--- src/rtl/sbox_scheduler.sv ---
// Shares one bank of SBOX_W S-box lanes between the round datapath (SubBytes,
// one state row per cycle) and the key schedule (SubWord, one cycle).
// Optional feature macro: SBOX_SCHED_RR_EN selects round-robin arbitration
// between the two requesters; when undefined the key schedule has fixed priority.
module sbox_scheduler #(
  parameter int unsigned SBOX_W = 4,
  parameter int unsigned SBOX_H = 4
) (
  input  logic                       clk,
  input  logic                       rst_n,
  input  logic                       d_valid,
  input  logic [SBOX_H*SBOX_W*8-1:0] d_state,
  output logic                       d_done,
  output logic [SBOX_H*SBOX_W*8-1:0] d_result,
  input  logic                       k_valid,
  input  logic [SBOX_W*8-1:0]        k_word,
  output logic                       k_done,
  output logic [SBOX_W*8-1:0]        k_result,
  output logic [SBOX_W*8-1:0]        sbox_in,
  input  logic [SBOX_W*8-1:0]        sbox_out,
  output logic                       busy
);

  localparam int unsigned RowW   = SBOX_W * 8;
  localparam int unsigned StateW = SBOX_H * RowW;
  localparam int unsigned CntW   = (SBOX_H > 1) ? $clog2(SBOX_H) : 1;

  typedef enum logic [2:0] {StIdle, StData, StKey, StDDone, StKDone} state_e;

  state_e              state_q, state_d;
  logic [CntW-1:0]     row_cnt_q, row_cnt_d;
  logic [StateW-1:0]   d_result_q, d_result_d;
  logic [RowW-1:0]     k_result_q, k_result_d;
  logic                grant_key;

`ifdef SBOX_SCHED_RR_EN
  // 1: key won the last contested arbitration, 0: data did.
  logic last_grant_q, last_grant_d;

  assign grant_key = k_valid && (!d_valid || !last_grant_q);

  // Only contested arbitrations move the pointer, so a lone request never uses up a turn.
  always_comb begin
    last_grant_d = last_grant_q;
    if (state_q == StIdle && k_valid && d_valid) begin
      last_grant_d = grant_key;
    end
  end

  // Round-robin pointer register.
  always_ff @(posedge clk or negedge rst_n) begin
    if (!rst_n) begin
      last_grant_q <= 1'b0;
    end else begin
      last_grant_q <= last_grant_d;
    end
  end
`else
  assign grant_key = k_valid;
`endif

  // Next-state, lane steering and result capture.
  always_comb begin
    state_d    = state_q;
    row_cnt_d  = row_cnt_q;
    d_result_d = d_result_q;
    k_result_d = k_result_q;
    sbox_in    = '0;
    d_done     = 1'b0;
    k_done     = 1'b0;
    busy       = (state_q != StIdle);
    unique case (state_q)
      StIdle: begin
        if (grant_key) begin
          state_d = StKey;
        end else if (d_valid) begin
          state_d   = StData;
          row_cnt_d = '0;
        end
      end
      StData: begin
        sbox_in = d_state[32'(row_cnt_q) * RowW +: RowW];
        d_result_d[32'(row_cnt_q) * RowW +: RowW] = sbox_out;
        if (row_cnt_q == CntW'(SBOX_H - 1)) begin
          row_cnt_d = '0;
          state_d   = StDDone;
        end else begin
          row_cnt_d = row_cnt_q + CntW'(1);
        end
      end
      StKey: begin
        sbox_in    = k_word;
        k_result_d = sbox_out;
        state_d    = StKDone;
      end
      StDDone: begin
        d_done  = 1'b1;
        state_d = StIdle;
      end
      StKDone: begin
        k_done  = 1'b1;
        state_d = StIdle;
      end
      default: state_d = StIdle;
    endcase
  end

  // State, row counter and result registers.
  always_ff @(posedge clk or negedge rst_n) begin
    if (!rst_n) begin
      state_q    <= StIdle;
      row_cnt_q  <= '0;
      d_result_q <= '0;
      k_result_q <= '0;
    end else begin
      state_q    <= state_d;
      row_cnt_q  <= row_cnt_d;
      d_result_q <= d_result_d;
      k_result_q <= k_result_d;
    end
  end

  assign d_result = d_result_q;
  assign k_result = k_result_q;

endmodule

--- config.mk ---
export PLATFORM = sky130hd
export DESIGN_NAME = sbox_scheduler
export DESIGN_NICKNAME = d
export VERILOG_FILES = /design/src/rtl/sbox_scheduler.sv
export SDC_FILE = /design/constraint.sdc
export NUM_CORES = 1
export LEC_CHECK = 0
export ABC_AREA = 1
export CAP_MARGIN = 30
export CORE_AREA = 2 2 154 156
export CTS_CLUSTER_SIZE = 10
export DETAILED_ROUTE_END_ITERATION = 10
export DIE_AREA = 0 0 156 158
export GPL_TIMING_DRIVEN = 1
export PLACE_DENSITY = 0.76
export SETUP_SLACK_MARGIN = 0.4
export SYNTH_ARGS = -nofsm -noshare
export SYNTH_HDL_FRONTEND = slang
export SYNTH_SLANG_ARGS = --single-unit
--- constraint.sdc ---
create_clock -name clk -period 2 [get_ports clk]
set_clock_uncertainty 0.05 [all_clocks]
set_input_delay 0.4 -clock clk [delete_from_list [all_inputs] [get_ports clk]]
set_output_delay 0.4 -clock clk [all_outputs]
set_load 0.005 [all_outputs]
==> run summary, run 1 <==
Tcrit/Tclk final - 121.9%
total clock sinks - 165
DRC - 0
switch share - 41.37%
Worst Tran Pin Value - 0.4301 ns
Leak - 10.09 nW
P_int - 0.01411 W
Setup crit start kind - flip-flop
Remaining Overflow, GRT - 0
dpl hpwl - 23.92 mm
Pwr per Cell Area - 1435 mW/mm^2
Die Width - 156 um
Starting Density - 37.13%
initial antenna violation count - 2
clk slew on worst S/H paths - 0.07 ns
worst-skew pair later-pin latency - 0.43 ns
layout cells sized above 1 - 27.11%
RSZ-0062 raised after global routing - yes
GPL Wtd Cong - 0.9259
sequential-to-total area share from yosys stat - 48.25%
Root Driver - clkbuf_16
cts bufs inserted - 17
Yosys warnings - 0
kind of critical path - flip-flop to output pin
Max Slew Vio Count - 0
drt via density - 5.240
Routed WL - 42.53 mm
Final Core Density - 72.78%
Worst EP arrival - 1.99 ns
DR pass1 iterations - 6
I/O Buffers - 390
core area - 0.02305 mm^2
DRT iter0 DRCs - 801
Comb power frac - 62.3%
CP max FO - 5
Post-Synthesis Cells - 1258
Vias - 10.79k
Placed Area - 0.01316 mm^2
Unique masters post-synth - 16
Max transition margin - 71.33%
Ports - 391
Syn-to-layout area delta - 96.04%
status - finished with violations
NumNets Final - 1957
net count after synthesis - 1460
CP required - 1.55 ns
Vert. Die Dim - 158 um
Final setup viols - 94
time the worst path needs with I/O delays and setup - 2.438 ns
Fin Setup TNS - -11.90 ns
CTS tree - done
synthesized flop and latch total - 165
H-tree depth - 4
type of the worst min-delay path - primary input to asynchronous set/reset pin
number of global-route vias before repair - 9559
wire length per cell - 20.65 um
Die ar. - 0.02465 mm^2
Highest Clock Rate - 410.2 MHz
# rows - 56
Final Hold Fails - 0
clock share of power - 13.4%
Crit. End Element - output pin
Reg power frac - 24.3%
Psw - 0.009958 W
worst setup margin - -0.4376 ns
first-pass GRT wire length - 53.74 mm
GRT Resource Usage Total - 28.64%
Post-Layout Inst Area - 0.01678 mm^2
VDD IR-drop max - 0.0008274 V
failing checks - setup timing
pin count of the biggest net entering global routing - 65
# Max-Cap Violations - 0
Mapped Area - 0.008558 mm^2
Mapped Avg Cell Area - 6.803 um^2
FILL cells - 1628
deepest clock path buffer count - 2
flop2flop setup slack - -0.08 ns
Routed Antenna Nets - 0
layout by cell type, fill, tap and decap left out, drive strengths merged:
cell type,n
nand2,654
clkdlybuf4s50,225
buf,166
dfrtp,165
nand3,138
nor2,136
dlymetal6s2s,132
inv,50
clkbuf,46
o21ai,33
clkinv,7
ha,6
clkinvlp,3
diode,2
bufbuf,2
nor3,1
nand3b,1
bufinv,1
dlygate4sd3,1
state kept, by name (all words and copies together), names as in the netlist:
name and cells:
d_result 128, k_result 32, state_q 3, row_cnt_q 2
through the flow:
step	power [W]	hold slack (ns)	cells	worst slack, ns
final	0.02407	0.4088	2059	-0.4376
after global routing	0.02529	0.4311	2059	-0.4770
after CTS	0.02110	0.4113	1964	-0.5613
after detailed placement	0.01667	0.2876	1907	-0.3726
after global placement	0.01645	0.2846	1907	-0.3755
after floorplan	0.01057	0.05441	1258	0.3077
repair_timing:
action / CTS / global route
pin swaps: 16 / 53
endpoints found under the setup margin: 324 / 355
hold buffers: 1 / 0
cloned: 9 / 23
hold endpoints to repair: 32 / 0
setup buffers: 16 / 70
resized for setup: 135 / 499
per-layer routing:
layer / up-vias / GRT usage (%) / part of all wire, %
li1: 4880 / - / -
met1: 5152 / 33.55 / 36
met2: 626 / 51.54 / 51
met3: 132 / 5.283 / 7.8
met4: 0 / 12.19 / 5.1
met5: - / 0 / 0
final cells by class:
cell class / count / area (um^2) / share of cell area [%]
multi-input combinational: 969 / 5109 / 30.45
sequential: 165 / 4134 / 24.64
inverter: 45 / 224.0 / 1.335
tap: 290 / 362.8 / 2.163
clock inverter: 14 / 141.4 / 0.8427
antenna: 2 / 5.005 / 0.02983
clock buffer: 17 / 425.4 / 2.536
timing repair inverter: 2 / 27.53 / 0.1641
timing repair buffer: 555 / 6349 / 37.84
cell usage after synthesis, drive strengths merged:
library cell / number / area, um^2
ha: 6 / 75.07
clkbuf: 35 / 131.4
nor2: 136 / 518.0
nand2: 654 / 2457
buf: 46 / 220.2
nand3: 136 / 680.7
dfrtp: 165 / 4129
nor3: 1 / 5.000
o21ai: 33 / 165.2
nand3b: 1 / 7.510
inv: 45 / 168.9
power by group through the flow:
stage	clock network, W	logic [W]	registers, W
2_1_floorplan	0	0.00473	0.00584
3_3_place_gp	0	0.0106	0.00585
3_5_place_dp	0	0.0108	0.00587
4_1_cts	0.00325	0.0120	0.00584
5_1_grt	0.00339	0.0159	0.00596
6_report	0.00323	0.0150	0.00584
worst paths after layout:
path	from	end	cells after the start
hold / removal	rst_n	d_result[42]$_DFFE_PN0P_	2
min in group clk	d_result[2]$_DFFE_PN0P_	d_result[2]$_DFFE_PN0P_	2
setup reg to reg	row_cnt_q[0]$_DFFE_PN0P_	d_result[125]$_DFFE_PN0P_	11
max in group asynchronous	rst_n	d_result[121]$_DFFE_PN0P_	3
setup / recovery	state_q[1]$_DFFE_PN0P_	sbox_in[13]	11
hold reg to reg	d_result[2]$_DFFE_PN0P_	d_result[2]$_DFFE_PN0P_	2
cells by family (layout without fill, tap and decap cells):
logic type      after synthesis  count (layout)  synth area share (%)
other cells                   0               2                     0
fa+ha+maj                     6               6                0.8772
simple gates                928             930                 42.87
buf+inv                     126             633                 6.082
compound gates               33              33                 1.930
flops                       165             165                 48.25
critical path: stages, from the launching register on:
cell,delay [ns]
dfrtp_1,0.42
buf_6,0.15
nand3_4,0.11
clkinv_4,0.09
buf_6,0.12
buf_6,0.11
buf_16,0.13
buf_6,0.12
buf_6,0.10
nand2_2,0.05
nand2_1,0.05
buf_2,0.12
Power figures use the tool's default switching activity.
==> run 2, diff against run 1 <==
--- a/config.mk
+++ b/config.mk
@@ -14,6 +14,7 @@
 export GPL_TIMING_DRIVEN = 1
 export PLACE_DENSITY = 0.76
 export SETUP_SLACK_MARGIN = 0.4
+export SLEW_MARGIN = 20
 export SYNTH_ARGS = -nofsm -noshare
 export SYNTH_HDL_FRONTEND = slang
 export SYNTH_SLANG_ARGS = --single-unit
==> constraint.sdc (replaced) <==
create_clock -name clk -period 2 [get_ports clk]
set_clock_uncertainty 0.05 [all_clocks]
set_input_delay 0.4 -clock clk [delete_from_list [all_inputs] [get_ports clk]]
set_output_delay 0.4 -clock clk [all_outputs]
set_load 0.02 [all_outputs]
==> run 2 against run 1 <==
Effect of this change: the flow still finishes with violations (setup timing); critical path type unchanged; cell count down 3.1%; highest routed layer unchanged; global-route usage fell by 1.4 points; count of clock-buffer cells in the layout up 1; worst hold slack got worse by 0.012 ns.
==> run summary, run 2 (synthesis gave the netlist of run 1 again) <==
Remaining Overflow, GRT - 0 (unchanged)
Placed Area - 0.01336 mm^2 (+1.5%)
WHS - 0.3965 ns (-0.01228 ns)
Highest Clock Rate - 431.9 MHz (+5.3%)
met3 wire len - 2.594 mm (-22%)
CP max-delay cell - dfrtp_4
pin count of the biggest net entering global routing - 65 (unchanged)
CTS tree - done
Vert. Die Dim - 158 um (unchanged)
worst setup margin - -0.3156 ns (+0.1220 ns)
DRT iter0 DRCs - 636 (-21%)
crit-path leading delay family - buffers and inverters
Ports - 391 (unchanged)
Post-Layout Inst Area - 0.01543 mm^2 (-8.0%)
dpl ws - -0.4242 ns (-0.05161 ns)
initial antenna violation count - 1 (-1)
Leak - 7.647 nW (-24%)
Starting Density - 37.13% (unchanged)
Die Width - 156 um (unchanged)
cts bufs inserted - 17 (unchanged)
max reg flops - 128 (unchanged)
commonest non-fill, non-tap cell in the layout - nand2_1
VDD IR-drop max - 0.0007282 V (-12%)
Vias - 10.11k (-6.3%)
DR WL met2 - 18.94 mm (-14%)
Worst EP arrival - 1.87 ns (-0.12 ns)
top routing layer used - met4
Syn-to-layout area delta - 80.29%
worst-skew pair later-pin latency - 0.43 ns (about the same)
wl on met1 - 13.68 mm (-9.5%)
CP bufs+invs - 5 (-3)
critical-path cell list - buf_12 > buf_12 > buf_8 > nand2_4 > nand3_2 > nand3_2 > buf_6 > nand2_2 > buf_6
time the worst path needs with I/O delays and setup - 2.316 ns (-0.1220 ns)
I/O Buffers - 390 (unchanged)
Routed Antenna Nets - 0 (unchanged)
Tcrit/Tclk final - 115.8% (-6.1 points)
Pwr Total - 0.02482 W (+3.1%)
Max Slew Vio Count - 0 (unchanged)
layout cells sized above 1 - 19.18% (-7.9 points)
total clock sinks - 165 (unchanged)
CP max FO - 7 (+2)
H-tree depth - 4 (unchanged)
commonest non-fill, non-tap cells in the layout - nand2_1 (582), clkdlybuf4s50_1 (328), dfrtp_1 (164)
NumNets Final - 1894 (-3.2%)
wire length per cell - 18.46 um (-11%)
kind of critical path - flip-flop to output pin
type of the worst min-delay path - primary input to asynchronous set/reset pin
clk slew on worst S/H paths - 0.07 ns (about the same)
Max transition margin - 55.52% (-16 points)
CP required - 1.55 ns (about the same)
Pwr per Cell Area - 1609 mW/mm^2 (+12%)
# Max-Cap Violations - 0 (unchanged)
GRT Resource Usage Total - 27.24% (-1.4 points)
drt via density - 5.067 (-3.3%)
status - finished with violations
dpl hpwl - 23.93 mm (about the same)
DR pass1 iterations - 5 (-1)
deepest clock path buffer count - 2 (unchanged)
DRC - 0 (unchanged)
Setup crit start kind - flip-flop
Worst Tran Pin Value - 0.6672 ns (+0.2372 ns)
core area - 0.02305 mm^2 (unchanged)
Die ar. - 0.02465 mm^2 (unchanged)
GPL Wtd Cong - 0.9166 (-1.0%)
Final Hold Fails - 0 (unchanged)
# rows - 56 (unchanged)
Crit. End Element - output pin
failing checks - setup timing
number of global-route vias before repair - 9753 (+2.0%)
Worst path max stage delay - 0.50 ns (+0.08 ns)
Routed WL - 36.85 mm (-13%)
first-pass GRT wire length - 51.92 mm (-3.4%)
Root Driver - clkbuf_16
Final setup viols - 105 (+12%)
RSZ-0062 raised after global routing - yes
run 2: layout make-up:
type / count / area (um^2)
clock inverter: 14 / 145.1
clock buffer: 18 / 429.2
timing repair inverter: 2 / 22.52
sequential: 165 / 4133
antenna: 1 / 2.502
inverter: 45 / 206.4
fill: 1852 / 7622
timing repair buffer: 493 / 5522
tap: 290 / 362.8
multi-input combinational: 968 / 4607
run 2: worst reg2reg max path, cell delays in order, from the launching register on:
cell and delay, ns:
dfrtp_4 0.50, buf_12 0.15, buf_12 0.14, buf_8 0.14, buf_8 0.14, buf_12 0.14, ha_4 0.17, inv_2 0.07
nor2_4 0.04, buf_12 0.14, clkbuf_16 0.17, nand2_1 0.08, nand2_1 0.06
run 2: repair_timing:
item                       CTS  global route
setup endpoints to repair  327           355
pin swaps                   33            32
resized for setup          316            93
setup buffers               13             7
gates cloned                 8            14
hold endpoints to repair    34             0
hold buffers                 1             0
run 2: worst paths after layout:
| check | start | endpoint | slack (ns) | cells past startpoint |
|---|---|---|---|---|
| max in group asynchronous | rst_n | d_result[18]$_DFFE_PN0P_ | 0.81 | 3 |
| max reg2reg | row_cnt_q[0]$_DFFE_PN0P_ | d_result[56]$_DFFE_PN0P_ | -0.08 | 12 |
| min reg2reg | d_result[101]$_DFFE_PN0P_ | d_result[101]$_DFFE_PN0P_ | 0.42 | 2 |
| min in group clk | d_result[101]$_DFFE_PN0P_ | d_result[101]$_DFFE_PN0P_ | 0.42 | 2 |
| max | row_cnt_q[0]$_DFFE_PN0P_ | sbox_in[8] | -0.32 | 9 |
| min | rst_n | d_result[102]$_DFFE_PN0P_ | 0.40 | 2 |
run 2: routing by layer:
layer	up-vias	GRT usage, %
li1	4751	-
met1	4759	31.91
met2	512	47.60
met3	92	5.174
met4	0	14.29
met5	-	0
run 2: through the flow:
stage / cells / util, % / setup TNS [ns]
finish: 1996 / 66.93 / -10.03
CTS: 1974 / 63.89 / -8.575
global placement: 1920 / 57.96 / -11.60
detailed placement: 1920 / 57.96 / -15.48
global route: 1996 / 66.93 / -18.12
floorplan: 1258 / - / 0
run 2: where the power goes:
group / total, W / switching [W] / leakage, nW / internal (W)
Sequential: 0.00581 / 0.000931 / 2.10 / 0.00488
Clock: 0.00323 / 0.00147 / 0.286 / 0.00176
Combinational: 0.0158 / 0.00876 / 5.26 / 0.00703
Total: 0.0248 / 0.0112 / 7.65 / 0.0137
==> edit 1, RTL diff (settings of run 1) <==
Encoding of `state_e`: now Gray code (3 bits for 5 states).
--- a/src/rtl/sbox_scheduler.sv
+++ b/src/rtl/sbox_scheduler.sv
@@ -26,5 +26,5 @@
   localparam int unsigned CntW   = (SBOX_H > 1) ? $clog2(SBOX_H) : 1;
 
-  typedef enum logic [2:0] {StIdle, StData, StKey, StDDone, StKDone} state_e;
+  typedef enum logic [2:0] {StIdle = 3'b000, StData = 3'b001, StKey = 3'b011, StDDone = 3'b010, StKDone = 3'b110} state_e;
 
   state_e              state_q, state_d;
Function: no difference found for any inputs over 4 cycles, from zero or initial values and one cycle with rst_n low; so few cycles prove little.
==> edit 1 against run 1 <==
The run still ends with negative setup slack left; critical path type unchanged; critical endpoint is now sbox_in[17]; utilization up 4.4 points; power rose by 22%; critical path depth is 1 lower; synthesized area increased by 3.3%; hold slack lost 0.018 ns; largest cell class is now multi-input gates; cell area up 6.0%; routed wire length rose by 4.6%; sequential cell count is the same; highest routed layer unchanged; sequential share of layout area decreased by 1.4 points; worst setup slack better by 0.12 ns; largest power group unchanged.
==> edit 1: results (changes against run 1) <==
Drt
  – DRT Pass-1 Iters: 7 (was 6)
  – Met3 routed wirelength: 3.52 mm (was 3.33 mm)
  – Avg Vias per Cell: 5.44 (was 5.24)
  – Post-Route M1 WL: 15.1 mm (about the same)
  – Met2 WL: 23.0 mm (was 21.9 mm)
  – Final wirelength: 44.5 mm (was 42.5 mm)
  – Initial drt markers: 863 (was 801)

Placed design
  – Post-DP Area: 13200 um^2 (about the same)
  – DP Worst Slack: -0.279 ns (was -0.373 ns)
  – Gpl congestion: 0.911 (was 0.926)
  – Hpwl dp: 23.4 mm (was 23.9 mm)

Worst setup path
  – Levels on crit path: 10 (was 11)
  – R2R Setup Slk: -0.26 ns (was -0.08 ns)
  – Crit-path max cell delay: 0.53 ns (was 0.42 ns)
  – Critical path origin: row_cnt_q[0]$_DFFE_PN0P_ (was state_q[1]$_DFFE_PN0P_)
  – Crit path max-delay cell type: dfrtp_4 (was dfrtp_1)
  – Worst path top cell family by delay: buffers and inverters (unchanged)
  – Critical path data arrival time: 1.87 ns (was 1.99 ns)
  – Reg2reg path depth: 12 (was 11)
  – CP max FO: 5 (unchanged)

Power and ir drop
  – Max VDD drop: 0.000906 V (was 0.000827 V)
  – Leak Pwr: 8.23 nW (was 10.1 nW)
  – Sw frac: 0.435 (was 0.414)

Logic synthesis
  – Yosys cell types: 23 (was 16)
  – Yosys warning count: 0 (unchanged)
  – Syn nets: 1462 (was 1460)
  – Post-synthesis sequential area ratio: 0.467 (was 0.482)
  – Ranking of synthesized cells by area: dfrtp_1, nand2_1, nand3_1 (unchanged)
  – Post-synth top cells: nand2_1, dfrtp_1, nand3_1, nor2_1, buf_2 (was nand2_1, dfrtp_1, nand3_1, nor2_1, inv_1)

Finish
  – Nets@finish: 1941 (was 1957)
  – # diodes: 0 (was 2)

Run status
  – Failing checks: negative setup slack (unchanged)
  – Status: finished, violations left (unchanged)

Global route
  – Initial antenna violation count: 0 (was 2)
  – Vias in the first global route: 10200 (was 9559)
  – All-Layer GR Usage: 0.305 (was 0.286)
  – First-pass GRT wire length: 57.3 mm (was 53.7 mm)

Timing
  – Final setup vio count: 159 (was 94)
  – Setup WS post-layout: -0.322 ns (was -0.438 ns)
  – Setup tns final: -26.01 ns (was -11.90 ns)
  – Worst-Margin Slew: 0.451 ns (was 0.430 ns)

CTS
  – Htree depth: 4 (unchanged)
[edit 1: path summary, 6_finish.rpt]
path,to
setup / recovery,sbox_in[17]
hold / removal,k_result[24]$_DFFE_PN0N_
setup reg to reg,d_result[18]$_DFFE_PN0P_
hold reg to reg,d_result[5]$_DFFE_PN0P_
max in group asynchronous,d_result[65]$_DFFE_PN0P_
min in group clk,d_result[5]$_DFFE_PN0P_
[edit 1: cells by family after synthesis]
group,Yosys count,share of synthesized area
simple gates,929,0.428
flops,165,0.467
buf+inv,126,0.0766
compound gates,34,0.0193
fa+ha+maj,6,0.00849
[edit 1: stage by stage]
stage	utilization	hold slack, ns	cells	power (mW)
5_1_grt	0.772	0.444	2042	30.6
2_1_floorplan	-	0.0544	1260	11.4
3_5_place_dp	0.573	0.297	1901	17.5
4_1_cts	0.690	0.404	2006	25.4
3_3_place_gp	0.573	0.296	1901	17.3
6_report	0.772	0.391	2042	29.4
[edit 1: worst register-to-register path: cells and delay by family, from the launching register on]
kind                     cells  cell delay, ns
AND/OR/NAND/NOR              4            0.33
adder cells (fa/ha/maj)      1            0.32
flip-flops                   1            0.53
buffers and inverters        7            0.91
[edit 1: layout make-up]
type	instances	area [um^2]
inverters	46	243
multi-input cells	974	6200
clock inverters	15	238
clock buffers	17	425
well taps	290	363
repair inverters	9	213
repair buffers	526	5970
flip-flops and latches	165	4130
fillers	1446	5270
[edit 1: repair_timing]
item | CTS | global route
endpoints found under the hold margin | 38 | 0
pin swaps | 133 | 157
gates resized for setup | 430 | 330
setup endpoints to repair | 358 | 359
hold buffers | 1 | 0
setup buffers | 46 | 20
cloned | 26 | 16
[edit 1: routing by layer]
metal / GRT usage / vias up
li1: - / 4873
met1: 0.346 / 5341
met2: 0.556 / 681
met3: 0.0597 / 214
met4: 0.141 / 0
met5: 0 / -
[edit 1: power by group through the flow]
stage               clock network (mW)  logic [mW]  registers [mW]
floorplan                            0        5.56            5.87
global placement                     0        11.4            5.90
detailed placement                   0        11.6            5.92
CTS                               3.78        15.7            5.93
global route                      3.93        20.6            6.11
finish                            3.78        19.6            6.00
==> edit 2, RTL diff (settings of run 1) <==
Made on the original files. Set the parameter `SBOX_H` to 2 (it was 4).
--- a/src/rtl/sbox_scheduler.sv
+++ b/src/rtl/sbox_scheduler.sv
@@ -5,5 +5,5 @@
 module sbox_scheduler #(
   parameter int unsigned SBOX_W = 4,
-  parameter int unsigned SBOX_H = 4
+  parameter int unsigned SBOX_H = 2
 ) (
   input  logic                       clk,
Ports: changed (resized d_result and d_state); port bits go from 391 to 263. No check against the original RTL was run, so the function may have changed too.
==> edit 2 against run 1 <==
The run still ends with negative setup slack left; worst setup slack better by 0.28 ns; synthesized area down 49%; clock power down 45%; via count down 57%; routed wire length down 58%; cell area down 49%; synthesized cell count down 60%; global-route usage down 16 points; non-clock buffer count down 244; critical path depth down 3; power down 49%; sequential cell count down 65; critical endpoint is now sbox_in[28].
==> edit 2: results (changes against run 1) <==
Run status
  – Failing checks: negative setup slack (unchanged)
  – Status: finished, violations left (unchanged)

Hold path
  – Hold WC Path Type: flip-flop to flip-flop (was input port to asynchronous set/reset pin)

Logic synthesis
  – Post-synth top cells: nand2_1, dfrtp_1, o21ai_1, inv_1, nand3_1 (was nand2_1, dfrtp_1, nand3_1, nor2_1, inv_1)
  – Post-synthesis sequential area ratio: 0.577 (was 0.482)

Drt
  – Via Count: 4666 (was 10800)
  – Avg Vias per Cell: 4.25 (was 5.24)

Finish
  – Seq Cell Count: 100 (was 165)
  – Max FFs per register: 64 (was 128)
  – Layout cell share with drive strength beyond 1: 0.294 (was 0.271)
  – ClkCell Share: 0.0349 (was 0.0338)
  – FF/Latch Area: 2500 um^2 (was 4130 um^2)

Power and ir drop
  – PwrDens: 1420 nW/um^2 (was 1430 nW/um^2)
  – Comb pwr: 6.77 mW (was 15.0 mW)
  – Leak Pwr: 4.34 nW (was 10.1 nW)
  – Sw frac: 0.379 (was 0.414)

Global route
  – Initial antenna violation count: 0 (was 2)
  – Vias in the first global route: 4567 (was 9559)

Timing
  – Final setup vio count: 32 (was 94)
  – Setup WS post-layout: -0.157 ns (was -0.438 ns)

CTS
  – Htree depth: 3 (was 4)
  – CTS buffer count: 9 (was 17)

Placed design
  – Post-DP Area: 7350 um^2 (was 13200 um^2)
  – Port Buffers: 262 (was 390)

Worst setup path
  – Critical path data arrival time: 1.71 ns (was 1.99 ns)
-- edit 2: cell types whose count changed after synthesis, moves of 10 or more --
cell,change
buf_1,-10
nand2_1,-455
o21ai_2,+12
dfrtp_1,-65
o21ai_0,-23
buf_2,-21
nor2_1,-132
o21ai_1,+75
clkbuf_1,-27
nand3_1,-103
-- edit 2: what timing repair did --
item                                    in CTS  in global routing
resized for setup                          379                 65
gates cloned                                 6                  7
endpoints found under the hold margin       23                  0
hold buffers                                 1                  0
setup buffers                               17                  2
pin swaps                                   50                 28
endpoints found under the setup margin     149                103
-- edit 2: cell families (layout without fill, tap and decap cells) --
kind of cell / after synthesis / in the layout
and+or+nand+nor: 241 / 241
buffers and inverters: 69 / 368
AOI/OAI and AO/OA: 98 / 98
DFF: 100 / 100
-- edit 2: worst paths after layout --
path	start	endpoint	slack (ns)
hold reg to reg	d_result[12]$_DFFE_PN0P_	d_result[12]$_DFFE_PN0P_	0.43
setup reg to reg	state_q[2]$_DFFE_PN0P_	k_result[10]$_DFFE_PN0N_	0.23
hold / removal	d_result[12]$_DFFE_PN0P_	d_result[12]$_DFFE_PN0P_	0.43
setup / recovery	state_q[2]$_DFFE_PN0P_	sbox_in[28]	-0.16
max in group asynchronous	rst_n	k_result[4]$_DFFE_PN0N_	0.81
min in group asynchronous	rst_n	d_result[50]$_DFFE_PN0P_	0.44
-- edit 2: metal layers --
metal  up-vias  track usage  share of wire
met5         -            0              0
met4         0       0.0520          0.030
met3        34       0.0498          0.095
met2       219        0.239           0.49
met1      2200        0.126           0.38
li1       2213            -              -
-- edit 2: worst max-delay path: stages (launching register included) --
cell	delay, ns
dfrtp_1	0.41
buf_6	0.14
nor3_4	0.16
buf_6	0.14
buf_6	0.13
buf_16	0.14
nand2_2	0.05
nand3_1	0.08
buf_2	0.11
